### src/rtl/lm_event_queue_pkg.sv
// Shared definitions for the LED-manager event queue: FSM state encodings,
// per-stream default configurations and a small sizing helper.
package lm_event_queue_pkg;

  typedef enum logic [1:0] {
    LMQ_IDLE = 2'd0,
    LMQ_SHOW = 2'd1,
    LMQ_GAP  = 2'd2
  } lmq_state_e;

  // UART received-data stream: full byte codes, one second visible.
  localparam int LMQ_UART_DATA_WIDTH = 8;
  localparam int LMQ_UART_DATA_DEPTH = 4;
  localparam int LMQ_UART_DATA_HOLD  = 50_000_000;
  localparam int LMQ_UART_DATA_GAP   = 5_000_000;

  // UART error stream: short error codes, rare, shown longer.
  localparam int LMQ_UART_ERR_WIDTH  = 4;
  localparam int LMQ_UART_ERR_DEPTH  = 2;
  localparam int LMQ_UART_ERR_HOLD   = 100_000_000;
  localparam int LMQ_UART_ERR_GAP    = 10_000_000;

  // CM/VGA error stream.
  localparam int LMQ_VGA_ERR_WIDTH   = 4;
  localparam int LMQ_VGA_ERR_DEPTH   = 2;
  localparam int LMQ_VGA_ERR_HOLD    = 100_000_000;
  localparam int LMQ_VGA_ERR_GAP     = 10_000_000;

  // Largest of three integers; used to size the shared hold/gap timer.
  function automatic int lmq_max3(input int a, input int b, input int c);
    int m;
    m = a;
    if (b > m) m = b;
    if (c > m) m = c;
    return m;
  endfunction

endpackage

### src/rtl/lm_event_queue_if.sv
// Producer/decoder-side bundle of the event queue: enqueue strobe and code,
// overflow clear, and the displayed code/valid plus status back.
interface lm_event_queue_if
  import lm_event_queue_pkg::*;
#(
  parameter int WIDTH = LMQ_UART_DATA_WIDTH,
  parameter int DEPTH = LMQ_UART_DATA_DEPTH
);

  logic [WIDTH-1:0]       wr_data;
  logic                   wr_en;
  logic                   overflow_clr;
  logic [WIDTH-1:0]       data_out;
  logic                   data_valid;
  logic                   overflow;
  logic [$clog2(DEPTH):0] level;

  // Event source side.
  modport master (
    output wr_data, wr_en, overflow_clr,
    input  data_out, data_valid, overflow, level
  );

  // Queue side.
  modport slave (
    input  wr_data, wr_en, overflow_clr,
    output data_out, data_valid, overflow, level
  );

endinterface

### src/rtl/lm_fifo.sv
// Small circular FIFO for event codes. Owns storage, pointers and the entry
// count; a push is taken when there is room or when a pop frees a slot in the
// same cycle, otherwise it is dropped and reported on 'drop'.
module lm_fifo #(
  parameter int WIDTH = 8,
  parameter int DEPTH = 4
) (
  input  logic                     clk,
  input  logic                     rst,
  input  logic                     push,
  input  logic [WIDTH-1:0]         push_data,
  input  logic                     pop,
  output logic [WIDTH-1:0]         pop_data,
  output logic [$clog2(DEPTH):0]   level,
  output logic                     drop
);

  localparam int AW = $clog2(DEPTH);
  localparam int LW = AW + 1;

  logic [WIDTH-1:0] mem [DEPTH];
  logic [AW-1:0]    wr_ptr;
  logic [AW-1:0]    rd_ptr;
  logic             accept;

  assign accept   = push && ((level < LW'(DEPTH)) || pop);
  assign drop     = push && !accept;
  assign pop_data = mem[rd_ptr];

  // Storage write; contents are don't-care after reset.
  always_ff @(posedge clk) begin
    if (accept) mem[wr_ptr] <= push_data;
  end

  // Pointers wrap naturally at DEPTH; level tracks occupancy separately.
  always_ff @(posedge clk or posedge rst) begin
    if (rst) begin
      wr_ptr <= '0;
      rd_ptr <= '0;
      level  <= '0;
    end else begin
      if (accept) wr_ptr <= wr_ptr + 1'b1;
      if (pop)    rd_ptr <= rd_ptr + 1'b1;
      case ({accept, pop})
        2'b10:   level <= level + 1'b1;
        2'b01:   level <= level - 1'b1;
        default: level <= level;
      endcase
    end
  end

endmodule

### src/rtl/lm_event_queue.sv
// Event queue in front of one LED-manager decoder input. Codes are buffered
// and each is shown for HOLD_CYCLES, followed by GAP_CYCLES blank cycles, so
// short or back-to-back events stay readable on the board.
module lm_event_queue
  import lm_event_queue_pkg::*;
#(
  parameter int WIDTH       = LMQ_UART_DATA_WIDTH,
  parameter int DEPTH       = LMQ_UART_DATA_DEPTH,
  parameter int HOLD_CYCLES = LMQ_UART_DATA_HOLD,
  parameter int GAP_CYCLES  = LMQ_UART_DATA_GAP
) (
  input logic             clk,
  input logic             rst,
  lm_event_queue_if.slave eq
);

  localparam int LW = $clog2(DEPTH) + 1;
  localparam int TW = $clog2(lmq_max3(HOLD_CYCLES, GAP_CYCLES, 2));
  localparam logic [TW-1:0] HOLD_LD = TW'(HOLD_CYCLES - 1);
  localparam logic [TW-1:0] GAP_LD  = (GAP_CYCLES > 0) ? TW'(GAP_CYCLES - 1) : '0;
  localparam bit HAS_GAP = (GAP_CYCLES > 0);

  lmq_state_e       state;
  logic [TW-1:0]    timer;
  logic [WIDTH-1:0] disp;
  logic             disp_vld;
  logic             ovf;
  logic             pop;
  logic [WIDTH-1:0] head;
  logic [LW-1:0]    level;
  logic             drop;
  logic             not_empty;
  logic             timer_done;

  lm_fifo #(
    .WIDTH (WIDTH),
    .DEPTH (DEPTH)
  ) u_fifo (
    .clk       (clk),
    .rst       (rst),
    .push      (eq.wr_en),
    .push_data (eq.wr_data),
    .pop       (pop),
    .pop_data  (head),
    .level     (level),
    .drop      (drop)
  );

  assign not_empty  = (level != '0);
  assign timer_done = (timer == '0);

  // Pop decision: idle with work pending, or end of a display slot
  // (gap end, or hold end when there is no gap) with work pending.
  always_comb begin
    pop = 1'b0;
    case (state)
      LMQ_IDLE: pop = not_empty;
      LMQ_SHOW: pop = timer_done && !HAS_GAP && not_empty;
      LMQ_GAP:  pop = timer_done && not_empty;
      default:  pop = 1'b0;
    endcase
  end

  // Display FSM: loads the head into the display register and times the
  // hold and gap phases with a single down-counter.
  always_ff @(posedge clk or posedge rst) begin
    if (rst) begin
      state    <= LMQ_IDLE;
      timer    <= '0;
      disp     <= '0;
      disp_vld <= 1'b0;
    end else begin
      case (state)
        LMQ_IDLE: begin
          if (pop) begin
            disp     <= head;
            timer    <= HOLD_LD;
            disp_vld <= 1'b1;
            state    <= LMQ_SHOW;
          end
        end
        LMQ_SHOW: begin
          if (!timer_done) begin
            timer <= timer - 1'b1;
          end else if (HAS_GAP) begin
            timer    <= GAP_LD;
            disp_vld <= 1'b0;
            state    <= LMQ_GAP;
          end else if (pop) begin
            // No gap: next code follows directly, valid stays high.
            disp  <= head;
            timer <= HOLD_LD;
          end else begin
            disp_vld <= 1'b0;
            state    <= LMQ_IDLE;
          end
        end
        LMQ_GAP: begin
          if (!timer_done) begin
            timer <= timer - 1'b1;
          end else if (pop) begin
            disp     <= head;
            timer    <= HOLD_LD;
            disp_vld <= 1'b1;
            state    <= LMQ_SHOW;
          end else begin
            state <= LMQ_IDLE;
          end
        end
        default: begin
          state    <= LMQ_IDLE;
          timer    <= '0;
          disp_vld <= 1'b0;
        end
      endcase
    end
  end

  // Sticky overflow: a drop in the same cycle as a clear keeps it set.
  always_ff @(posedge clk or posedge rst) begin
    if (rst)                   ovf <= 1'b0;
    else if (drop)             ovf <= 1'b1;
    else if (eq.overflow_clr)  ovf <= 1'b0;
  end

  assign eq.data_out   = disp;
  assign eq.data_valid = disp_vld;
  assign eq.overflow   = ovf;
  assign eq.level      = level;

endmodule
### src/flat_wrapper.sv
// flat-port wrapper written by rule: the top's interface ports become plain ports
module lm_event_queue_flat import lm_event_queue_pkg::*;
#(
  parameter int WIDTH       = LMQ_UART_DATA_WIDTH,
  parameter int DEPTH       = LMQ_UART_DATA_DEPTH,
  parameter int HOLD_CYCLES = LMQ_UART_DATA_HOLD,
  parameter int GAP_CYCLES  = LMQ_UART_DATA_GAP
)
  (clk, rst, eq_wr_data, eq_wr_en, eq_overflow_clr, eq_data_out, eq_data_valid, eq_overflow, eq_level);
  lm_event_queue_if #(.WIDTH(WIDTH), .DEPTH(DEPTH)) eq_i ();
  input logic clk;
  input logic rst;
  input wire logic [$bits(eq_i.wr_data)-1:0] eq_wr_data;
  input wire logic [$bits(eq_i.wr_en)-1:0] eq_wr_en;
  input wire logic [$bits(eq_i.overflow_clr)-1:0] eq_overflow_clr;
  output wire logic [$bits(eq_i.data_out)-1:0] eq_data_out;
  output wire logic [$bits(eq_i.data_valid)-1:0] eq_data_valid;
  output wire logic [$bits(eq_i.overflow)-1:0] eq_overflow;
  output wire logic [$bits(eq_i.level)-1:0] eq_level;
  assign eq_i.wr_data = eq_wr_data;
  assign eq_i.wr_en = eq_wr_en;
  assign eq_i.overflow_clr = eq_overflow_clr;
  assign eq_data_out = eq_i.data_out;
  assign eq_data_valid = eq_i.data_valid;
  assign eq_overflow = eq_i.overflow;
  assign eq_level = eq_i.level;
  lm_event_queue #(.WIDTH(WIDTH), .DEPTH(DEPTH), .HOLD_CYCLES(HOLD_CYCLES), .GAP_CYCLES(GAP_CYCLES)) u_core (.clk(clk), .rst(rst), .eq(eq_i));
endmodule
### config.mk
export PLATFORM = sky130hd
export DESIGN_NAME = lm_event_queue_flat
export DESIGN_NICKNAME = d
export VERILOG_FILES = /design/src/rtl/lm_event_queue_pkg.sv /design/src/rtl/lm_event_queue_if.sv /design/src/rtl/lm_fifo.sv /design/src/rtl/lm_event_queue.sv /design/src/flat_wrapper.sv
export SDC_FILE = /design/constraint.sdc
export NUM_CORES = 1
export LEC_CHECK = 0
export ABC_AREA = 1
export CAP_MARGIN = 30
export CORE_MARGIN = 2
export CORE_UTILIZATION = 35
export CTS_BUF_LIST = sky130_fd_sc_hd__clkbuf_8
export DETAILED_ROUTE_END_ITERATION = 7
export SLEW_MARGIN = 10
export SYNTH_ARGS = -nofsm -noshare
export SYNTH_HDL_FRONTEND = slang
export SYNTH_SLANG_ARGS = --single-unit
### constraint.sdc
create_clock -name clk -period 2.55 [get_ports clk]
set_clock_uncertainty 0.1 [all_clocks]
set_input_delay 0.255 -clock clk [delete_from_list [all_inputs] [get_ports clk]]
set_output_delay 0.255 -clock clk [all_outputs]
set_load 0.01 [all_outputs]
==> results.txt <==
- Wire length of the first global-routing pass: 16.21 mm
* Count of boundary I/O pins: 25
* EDFF count, synth: 32
- Pins Over Slew Limit: 0
- Setup violations remaining at the end of the flow were counted as 0.
- The tree built by TritonCTS fans out to 77 sinks.
- Dividing the final minimum period by the clock period gives 92.00%.
- On the critical path, the stage with the largest delay is an instance of sky130_fd_sc_hd__dfrtp_1.
* Share of layout cells above drive strength 1: 13.40%
- Crit path from: u_core.timer[25]
- In the final routed layout, each cell accounts on average for 14.64 um.
- Counting tap cells, the placed design contains a total of 642 instances.
- For this design the ratio of total power to cell area is 1119 nW/um^2.
- Summed over all layers, the global routing overflow is 0.
- After synthesis, the share of flip-flops with an asynchronous set or reset is 58.44%.
- The Yosys step of the flow raised 0 warnings.
* Data required, critical path: 2.70 ns
- Site row count: 39
- In the layout the commonest cells are sky130_fd_sc_hd__nand2_1, sky130_fd_sc_hd__nor2_1, sky130_fd_sc_hd__dfrtp_1.
- Ant. Diodes: 0
- Setup repair after global routing missed its margin: no
- Achievable Freq: 0.4262 GHz
- Width of the chip: 111.4 um
- The count of buffers added on input and output ports is 24.
* Number of detailed-routing iterations run before antenna repair: 4
- The number of antenna violations at the first check in global routing is 0.
* DP HPWL: 6.841 mm
- Summed over all cells, the static leakage comes to 2.146 nW.
* Fin nets: 529
- Total Routing Usage GR: 16.36%
- The routed design has 9.635 mm of wire.
- The share of the Yosys chip area taken by registers is 51.66%.
- Final instance area: 4781 um^2
* Outcome: finished, final reports clean
* R2R setup slack: 0.20 ns
- Relative to the synthesized area, the layout overhead comes to 18.33%.
- Pre-CTS worst setup slack: 0.1198 ns
- Synthesis instantiated 35 different standard cells from the library.
* Setup crit end kind: flop
- Core utilization of the finished layout: 42.23%
- In this run, post-CTS hold repair placed 0 buffers.
- Headroom to the max-slew limit came out at 62.46%.
* Number of H-tree branching levels: 3
* Per-cell via count in the routed design: 4.935
* Arrival time of the worst setup path: 2.49 ns
- Pwr Total: 5.352 mW
- Setup Total Neg Slack: 0 ns
* Post-synthesis register bit count: 77
* Gpl congestion: 0.9433
- Predominant post-synthesis flop cell: sky130_fd_sc_hd__dfrtp_1
- Latest clock arrival within the worst-skew pair: 0.36 ns
- Worst Path Class, Setup: flop to flop
- Number of DRC violations after detailed-routing iteration 0: 117
* Max-Cap Viols: 0
- The final route contains 3247 vias.
* Post-CTS setup-driven buffer insertion count: 0
- For this run, design rule violations remaining after detail routing come to 0.
- Vias in the first global route: 3287
- Cell area after placement: 4548 um^2
- Buffer depth of the longest clock path: 2
* Avg Cell Area, Syn: 8.651 um^2
- Largest fanout on the critical path: 4
* Number of cell instances on the worst register-to-register path: 13
- In this run the critical register-to-register path is launched from u_core.timer[25].
- Cell-by-cell listing of the critical path: nor2_1, nand3_1, nor2_2, nand3_4, nand2_2, nand2_4, inv_2, ha_1, inv_1, fa_1, a21oi_1, o21ai_0, xnor2_1
* Starting density of the core: 35.69%
- The floorplan step defined a die boundary enclosing 12420 um^2.
- Reg clk slew, reported paths: 0.09 ns
- The finished layout holds 658 standard cells, fillers aside.
* Endpoints failing hold: 0
- The library cell used most frequently in the layout, excluding fill and tap cells, is sky130_fd_sc_hd__nand2_1.
* Hold Slack: 0.1182 ns
- After synthesis the cells add up to 4040 um^2.
* Pin count of the biggest net entering global routing: 27
* Transition time at the pin with the least slew margin: 0.5632 ns
* CTS root buf: sky130_fd_sc_hd__clkbuf_8
- Counting every instance in the synthesized netlist gives 467.
* Setup ws final: 0.2039 ns
- Synthesized Nets: 486
- Class of the tightest hold or removal check: primary input to async pin
- Kind of start point of the critical path: flop
- TritonCTS buffer count: 9
- Post-layout minimum cycle time: 2.346 ns
* Number of nets still failing antenna checks after routing: 0
- In this design, the stage delay of the slowest critical-path cell is 0.42 ns.
- Floorplan Core Area: 11320 um^2
- Die height: 111.4 um
- The worst-case IR drop observed on VDD is 448.6 uV.
* TritonCTS clock tree: built
[layer usage]
metal	track usage, %	vias up	wire, um
li1	-	1614	-
met1	20.36	1565	4225
met2	28.82	56	4963
met3	2.831	12	300
met4	5.597	0	146
met5	0	-	0
[flip-flops by register name, summed over array words and instances (netlist names)]
signal,count
u_core.eq.data_out,8
u_core.eq.data_valid,1
u_core.eq.overflow,1
u_core.state,2
u_core.timer,26
u_core.u_fifo.level,3
u_core.u_fifo.mem,32
u_core.u_fifo.rd_ptr,2
u_core.u_fifo.wr_ptr,2
[critical path, delay by kind of cell (launching register included)]
family / cells / cell delay [ns]
and+or+nand+nor: 6 / 0.71
adders and majority gates: 2 / 0.50
DFF: 1 / 0.42
AOI/OAI and AO/OA: 2 / 0.25
xor gates and xnor gates: 1 / 0.13
buffers and inverters: 2 / 0.12
[where the power goes]
group	total [mW]	internal (mW)	switching, mW
logic	2.26	0.940	1.32
clock network	1.01	0.478	0.532
registers	2.09	1.70	0.388
[kinds of logic (layout without fill, tap and decap cells)]
logic type,count (synthesis),count (layout),synth area share [%]
flops,77,77,51.66
compound gates,60,60,8.733
simple gates,251,251,27.84
buf+inv,55,103,5.729
fa+ha+maj,7,7,2.354
xor+xnor,17,17,3.685
[cell type report]
type / instances / area (um^2)
fillers: 1140 / 6540
clock inverters: 7 / 87.58
repair buffers: 43 / 395.4
clock buffers: 9 / 123.9
flip-flops and latches: 77 / 2088
inverters: 44 / 165.2
multi-input cells: 335 / 1742
well taps: 143 / 178.9
[final timing paths]
check,to
min,u_core.u_fifo.wr_ptr[1]
min in group clk,u_core.eq.overflow
max reg2reg,u_core.u_fifo.level[2]
max,u_core.u_fifo.level[2]
max in group asynchronous,u_core.timer[21]
min reg2reg,u_core.eq.data_out[0]
[synthesized netlist by cell type, types with 3 or more instances]
cell type,instances,share of area [%]
sky130_fd_sc_hd__a21oi_1,7,0.87
sky130_fd_sc_hd__inv_2,3,0.28
sky130_fd_sc_hd__nand2_1,107,9.9
sky130_fd_sc_hd__nand2_4,3,0.84
sky130_fd_sc_hd__o32ai_1,8,1.7
sky130_fd_sc_hd__edfxtp_1,32,24
sky130_fd_sc_hd__nor2_1,80,7.4
sky130_fd_sc_hd__buf_6,3,0.84
sky130_fd_sc_hd__o21ai_1,11,1.4
sky130_fd_sc_hd__dfrtp_1,45,28
sky130_fd_sc_hd__nor2_2,8,1.2
sky130_fd_sc_hd__inv_1,39,3.6
sky130_fd_sc_hd__xor2_1,11,2.4
sky130_fd_sc_hd__nand2_2,7,1.1
sky130_fd_sc_hd__clkbuf_1,4,0.37
sky130_fd_sc_hd__nand4_1,6,0.93
sky130_fd_sc_hd__ha_1,6,1.9
sky130_fd_sc_hd__xnor2_1,6,1.3
sky130_fd_sc_hd__nand3_1,33,4.1
sky130_fd_sc_hd__o22ai_1,4,0.62
sky130_fd_sc_hd__o21ai_0,26,3.2
[timing repair]
item,4_1_cts,5_1_grt
endpoints found under the setup margin,0,2
endpoints found under the hold margin,0,0
resized for setup,0,7
No activity file was read; power rests on OpenSTA's default activity.
